### config.mk
export PLATFORM = sky130hd
export DESIGN_NAME = layer_serializer
export DESIGN_NICKNAME = d
export VERILOG_FILES = /design/src/rtl/layer_serializer.sv
export SDC_FILE = /design/constraint.sdc
export NUM_CORES = 1
export LEC_CHECK = 0
export BUFFER_PORTS_ARGS = -buffer_cell sky130_fd_sc_hd__buf_4
export CELL_PAD_IN_SITES_DETAIL_PLACEMENT = 0
export CELL_PAD_IN_SITES_GLOBAL_PLACEMENT = 1
export CORE_MARGIN = 10
export CORE_UTILIZATION = 44
export DETAILED_ROUTE_END_ITERATION = 6
export GPL_ROUTABILITY_DRIVEN = 1
export PLACE_DENSITY = 0.88
export SLEW_MARGIN = 20
export SYNTH_ARGS = -nofsm -noshare
export SYNTH_HDL_FRONTEND = slang
export SYNTH_SLANG_ARGS = --single-unit
### constraint.sdc
create_clock -name clk -period 29.3 [get_ports clk]
set_input_delay 5.86 -clock clk [delete_from_list [all_inputs] [get_ports clk]]
set_output_delay 5.86 -clock clk [all_outputs]
set_load 0.1 [all_outputs]
### src/rtl/layer_serializer.sv
// Parallel layer vector to serial word stream; LAYER_SERIALIZER_DOUBLE_BUF_EN adds a pending vector buffer.
// Latency: word 0 is presented 1 cycle after capture; back-to-back vectors stream with no bubble.
// Backpressure: out_ready stalls the word stream; in_busy flags inputs that would be dropped (overrun).
module layer_serializer #(
  parameter int DATA_WIDTH = 16,
  parameter int NEURONS    = 30,
  parameter int IDX_WIDTH  = $clog2(NEURONS)
) (
  input  logic                          clk,
  input  logic                          rst,
  input  logic                          in_valid,
  input  logic [NEURONS*DATA_WIDTH-1:0] in_data,
  output logic                          in_busy,
  output logic                          out_valid,
  input  logic                          out_ready,
  output logic [DATA_WIDTH-1:0]         out_data,
  output logic [IDX_WIDTH-1:0]          out_index,
  output logic                          out_last,
  output logic                          overrun
);

  typedef enum logic {IDLE, SEND} state_t;

  state_t                        state;
  logic [NEURONS*DATA_WIDTH-1:0] active_buf;
  logic [NEURONS*DATA_WIDTH-1:0] load_vec;
  logic                          beat;
  logic                          last_beat;
  logic                          load_en;
  logic                          pend_free;
  logic [IDX_WIDTH-1:0]          next_idx;
  logic [DATA_WIDTH-1:0]         next_word;

`ifdef LAYER_SERIALIZER_DOUBLE_BUF_EN
  logic [NEURONS*DATA_WIDTH-1:0] pend_buf;
  logic                          pend_vld;
  logic                          pend_take;
  logic                          pend_store;
  assign pend_free = ~pend_vld;
`else
  assign pend_free = 1'b0;
`endif

  assign beat      = out_valid & out_ready;
  assign last_beat = beat & out_last;
  // The last beat frees the active buffer in the same cycle, so an input there is never dropped.
  assign in_busy   = (state == SEND) & ~last_beat & ~pend_free;
  assign next_idx  = out_index + IDX_WIDTH'(1);
  assign next_word = active_buf[int'(next_idx)*DATA_WIDTH +: DATA_WIDTH];

  always_comb begin
    load_en  = 1'b0;
    load_vec = in_data;
`ifdef LAYER_SERIALIZER_DOUBLE_BUF_EN
    pend_take  = 1'b0;
    pend_store = 1'b0;
`endif
    if (state == IDLE) begin
      load_en = in_valid;
    end else if (last_beat) begin
      load_en = in_valid;
    end
`ifdef LAYER_SERIALIZER_DOUBLE_BUF_EN
    // A held vector always goes ahead of a newly arriving one, which then takes its slot.
    if (state == SEND) begin
      if (last_beat && pend_vld) begin
        load_en    = 1'b1;
        load_vec   = pend_buf;
        pend_take  = 1'b1;
        pend_store = in_valid;
      end else if (!last_beat) begin
        pend_store = in_valid & ~pend_vld;
      end
    end
`endif
  end

  always_ff @(posedge clk or posedge rst) begin
    if (rst) begin
      state      <= IDLE;
      active_buf <= '0;
      out_valid  <= 1'b0;
      out_data   <= '0;
      out_index  <= '0;
      out_last   <= 1'b0;
      overrun    <= 1'b0;
`ifdef LAYER_SERIALIZER_DOUBLE_BUF_EN
      pend_buf   <= '0;
      pend_vld   <= 1'b0;
`endif
    end else begin
      overrun <= in_valid & in_busy;
      if (load_en) begin
        state      <= SEND;
        active_buf <= load_vec;
        out_valid  <= 1'b1;
        out_data   <= load_vec[DATA_WIDTH-1:0];
        out_index  <= '0;
        out_last   <= 1'b0;
      end else if (last_beat) begin
        state     <= IDLE;
        out_valid <= 1'b0;
        out_last  <= 1'b0;
      end else if (beat) begin
        out_index <= next_idx;
        out_data  <= next_word;
        out_last  <= (next_idx == IDX_WIDTH'(NEURONS - 1));
      end
`ifdef LAYER_SERIALIZER_DOUBLE_BUF_EN
      if (pend_store) begin
        pend_buf <= in_data;
        pend_vld <= 1'b1;
      end else if (pend_take) begin
        pend_vld <= 1'b0;
      end
`endif
    end
  end

endmodule
; ---- After elaboration in Yosys (flattened, before gate mapping)
; Cells that the tools add are included.
[classes]
add_sub_neg = 1
mul = 0
div = 0
order_cmp = 0
n_eq_ne = 2
shifts = 1
muxes = 13
bitwise = 5
n_reduce_logical = 4
[op_table]
columns = op, count
row1 = $shiftx A480 B10 Y16, 1
row2 = $mux W16, 3
row3 = $mux W5, 3
row4 = $mux W1, 7
row5 = $add A5 B1 Y5 const B, 1
row6 = $eq A5 B5 Y1 const B, 1
row7 = $and A1 B1 Y1, 4
row8 = $reduce_bool A2 Y1, 2
row9 = $reduce_bool A3 Y1, 1
row10 = $ne A2 B1 Y1 const B, 1
row11 = $reduce_and A2 Y1, 1
row12 = $not A1 Y1, 1
[totals]
reg_bits = 504
latchBits = 0
ram_bits = 0
mem_bits_ro = 0
in_bits = 484
out_inout_bits = 25
wordCells = 32
mem_count = 0

; ---- Logic depth before layout (Yosys ltp)
[depth]
word_depth = 6
depth_mapped = 15

; ---- Worst setup path after synthesis
; Ideal clock, no wire load.
[synth_path]
kind = input to output
start = in out_ready
end = out in_busy
t_arrival_ns = 6.800
path_slack_ns = 16.640
cell_stages = 1
path_cell_list = a21oi_2
[synth_via]
elab_chain_cells = 4
[synth_rtl]
columns = item, line
row1 = start: declaration, 15  ; input logic out_ready,
row2 = $and A1 B1 Y1, 44  ; assign beat = out_valid & out_ready;
row3 = $and A1 B1 Y1, 45  ; assign last_beat = beat & out_last;
row4 = $not A1 Y1, 47  ; assign in_busy = (state == SEND) & ~last_beat & ~pend_free;
row5 = $and A1 B1 Y1, 47
row6 = end: declaration, 13  ; output logic in_busy,
; Every way passes these cells.

; ---- Worst setup path after layout
; Same ends and word-level chain as after synthesis.

==> qor.txt <==
status - finished, violations left
failing checks - DRC
EDFF count, synth - 0
routability congestion estimate - 0.866
Final period util - 0.427
# setup viols final - 0
largest net degree at the start of global routing - 171
clock sink count - 504
Core Footprint - 51500 um^2
# hold bufs at CTS - 0
filler instances - 4604
TritonCTS clock tree - yes
cts bufs inserted - 55
netlist area before placement - 23000 um^2
post-DR vias/cell - 5.24
# DRC - 1
Via Count - 19100
Leak Pwr - 15.5 nW
initial antenna violation count - 5
metal3 WL - 5.81 mm
total chip power - 2.66 mW
Synth Register Bits - 504
Initial DRC Count - 1509
VDD IR max - 0.0611 mV
Initial Util - 0.446
Highest Clock Rate - 79.9 MHz
# port buffers - 508
Worst Path Arrival - 6650 ps
sequential fraction of the synthesis area - 0.549
CP Launch Type - input port
number of setup buffers added after CTS - 0
Post-synth top flop - dfrtp_1
Pins Over Slew Limit - 0
FFs w/ async S/R, synth - 1.00
CTS Root Cell - clkbuf_16
critical path type - input port to output port
total grt overflow - 0
post-DP HPWL - 58.9 mm
maxcap violations - 0
top post-synthesis cells by area - dfrtp_1 (55%), nand2_1 (25%), mux4_2 (10%), buf_2 (1.4%), clkbuf_1 (1.0%)
CTS max path bufs - 3
DR WL/cell - 22.2 um
Worst setup EP type - output port
post_cts resized - 0
I/O pins - 509
Clock Latency Late Sink - 610 ps
hold path cells - 2
met2 wire length - 38.7 mm
layout cells sized above 1 - 0.250
first-pass GRT wire length - 122 mm
Layout Utilization - 0.561
Worst slew margin - 0.276
H-tree Lvls - 2
Area Growth Syn to Fin - 25.8%
clk_skew - 24.3 ps
Clock transition at path regs - 60 ps
worst r2r path cells - 9
worst slew pin tran - 1090 ps
layout net count - 3409
number of global-route vias before repair - 19700
Data required, critical path - 23440 ps
Die Area - 61800 um^2
power density over the cells - 92.0 nW/um^2
Synth top area share - 0.549
Die H - 249 um
DIE WIDTH - 249 um
Syn Area/Cell - 9.23 um^2
Total Routed Length - 80.9 mm
DRT Pass-1 Iters - 7
Synthesized Nets - 2977
Unique masters post-synth - 44
unrepaired setup endpoints after global routing - false
Final Critical Period - 12510 ps
max layer used - met5
worst hold path type - flop to flop
Antenna Nets Post-Route - 0
post-route setup TNS - 0 ps
count of final hold-check violations - 0
Post-Synthesis Cells - 2491
met1 wire length - 34.1 mm
Synth warnings - 0
top cell type by total area after synthesis - dfrtp_1
CP max FO - 5
row count - 83
total track usage - 0.255
## layout by cell type, fill, tap and decap left out, drive strengths merged, types with 9 or more instances in the layout
| cell | Yosys | routed |
|---|---|---|
| nand2 | 1538 | 1538 |
| buf | 92 | 531 |
| dfrtp | 504 | 504 |
| mux4 | 112 | 112 |
| clkbuf | 64 | 83 |
| nand3 | 27 | 27 |
| a21oi | 23 | 23 |
| nor2 | 19 | 19 |
| mux2i | 16 | 16 |
| o21ai | 13 | 13 |
| nor2b | 9 | 9 |
## final cells by class
cell class | instances | area, um^2 | share of cell area
inverters | 6 | 30.0 | 0.00104
clock buffers | 83 | 1600 | 0.0554
repair buffers | 531 | 4010 | 0.139
well taps | 680 | 851 | 0.0294
flip-flops and latches | 504 | 12600 | 0.436
multi-input cells | 1825 | 9620 | 0.333
clock inverters | 14 | 169 | 0.00584
diodes | 4 | 10.0 | 0.000346
## layer usage
layer  global-route usage  vias to the layer above
met2                0.409                      700
met3               0.0596                      121
met1                0.335                     9457
li1                     -                     8842
met4               0.0844                        2
met5                    0                        -
## worst max-delay path: stages
cell and delay [ps]:
buf_4 130, a21oi_2 290, buf_4 360
## report_power, final
group / internal [mW] / switching [mW]
sequential: 0.869 / 0.0988
clock: 0.402 / 0.291
combinational: 0.385 / 0.614
## final timing paths
path | start | endpoint | slack [ps]
min reg2reg | active_buf[445] | active_buf[445] | 460
max reg2reg | out_index[0] | out_data[15] | 25360
max | out_ready | in_busy | 16790
min | active_buf[445] | active_buf[445] | 460
max in group asynchronous | rst | out_index[0] | 21350
min in group asynchronous | rst | active_buf[229] | 5390
## synthesized netlist by cell type, types with 2 or more instances
cell type,n
nand2b_1,3
buf_4,14
nand3_1,26
buf_6,4
nor2_1,17
or2_2,2
o21ai_0,3
nand2_1,1538
a41oi_1,7
mux2_2,8
clkbuf_1,64
dfrtp_1,504
a21o_1,2
nor2b_1,9
ha_1,2
o21ai_1,10
o32ai_1,8
inv_1,6
mux2i_1,16
and2_1,2
a21oi_1,22
mux4_2,106
mux4_1,6
o2111ai_1,8
buf_2,64
a221oi_1,8
a311o_1,8
buf_1,8
## metrics by stage
| step | setup WS, ps | instance area (um^2) | cells | hold WS, ps |
|---|---|---|---|---|
| finish | 16790 | 28900 | 3647 | 463 |
| global route | 16770 | 28900 | 3646 | 488 |
| CTS | 16800 | 28900 | 3643 | 469 |
| detailed placement | 16840 | 27100 | 3546 | 455 |
| global placement | 16840 | 27100 | 3546 | 450 |
| floorplan | 9370 | 23000 | 2491 | 437 |
## flip-flops by register name (all words and copies together), names as in the netlist
name and cells:
state 1, active_buf 480, overrun 1, out_last 1, out_index 5, out_data 16
## cell families (layout without fill, tap and decap cells)
group,Yosys count,in the layout,share of synthesized area
compound gates,80,80,0.0254
xor+xnor,3,3,0.00229
fa+ha+maj,2,2,0.00109
buf+inv,162,634,0.0347
flops,504,504,0.549
mux,136,136,0.122
other cells,0,4,0
simple gates,1604,1604,0.266
(Power assumes the default switching activity.)
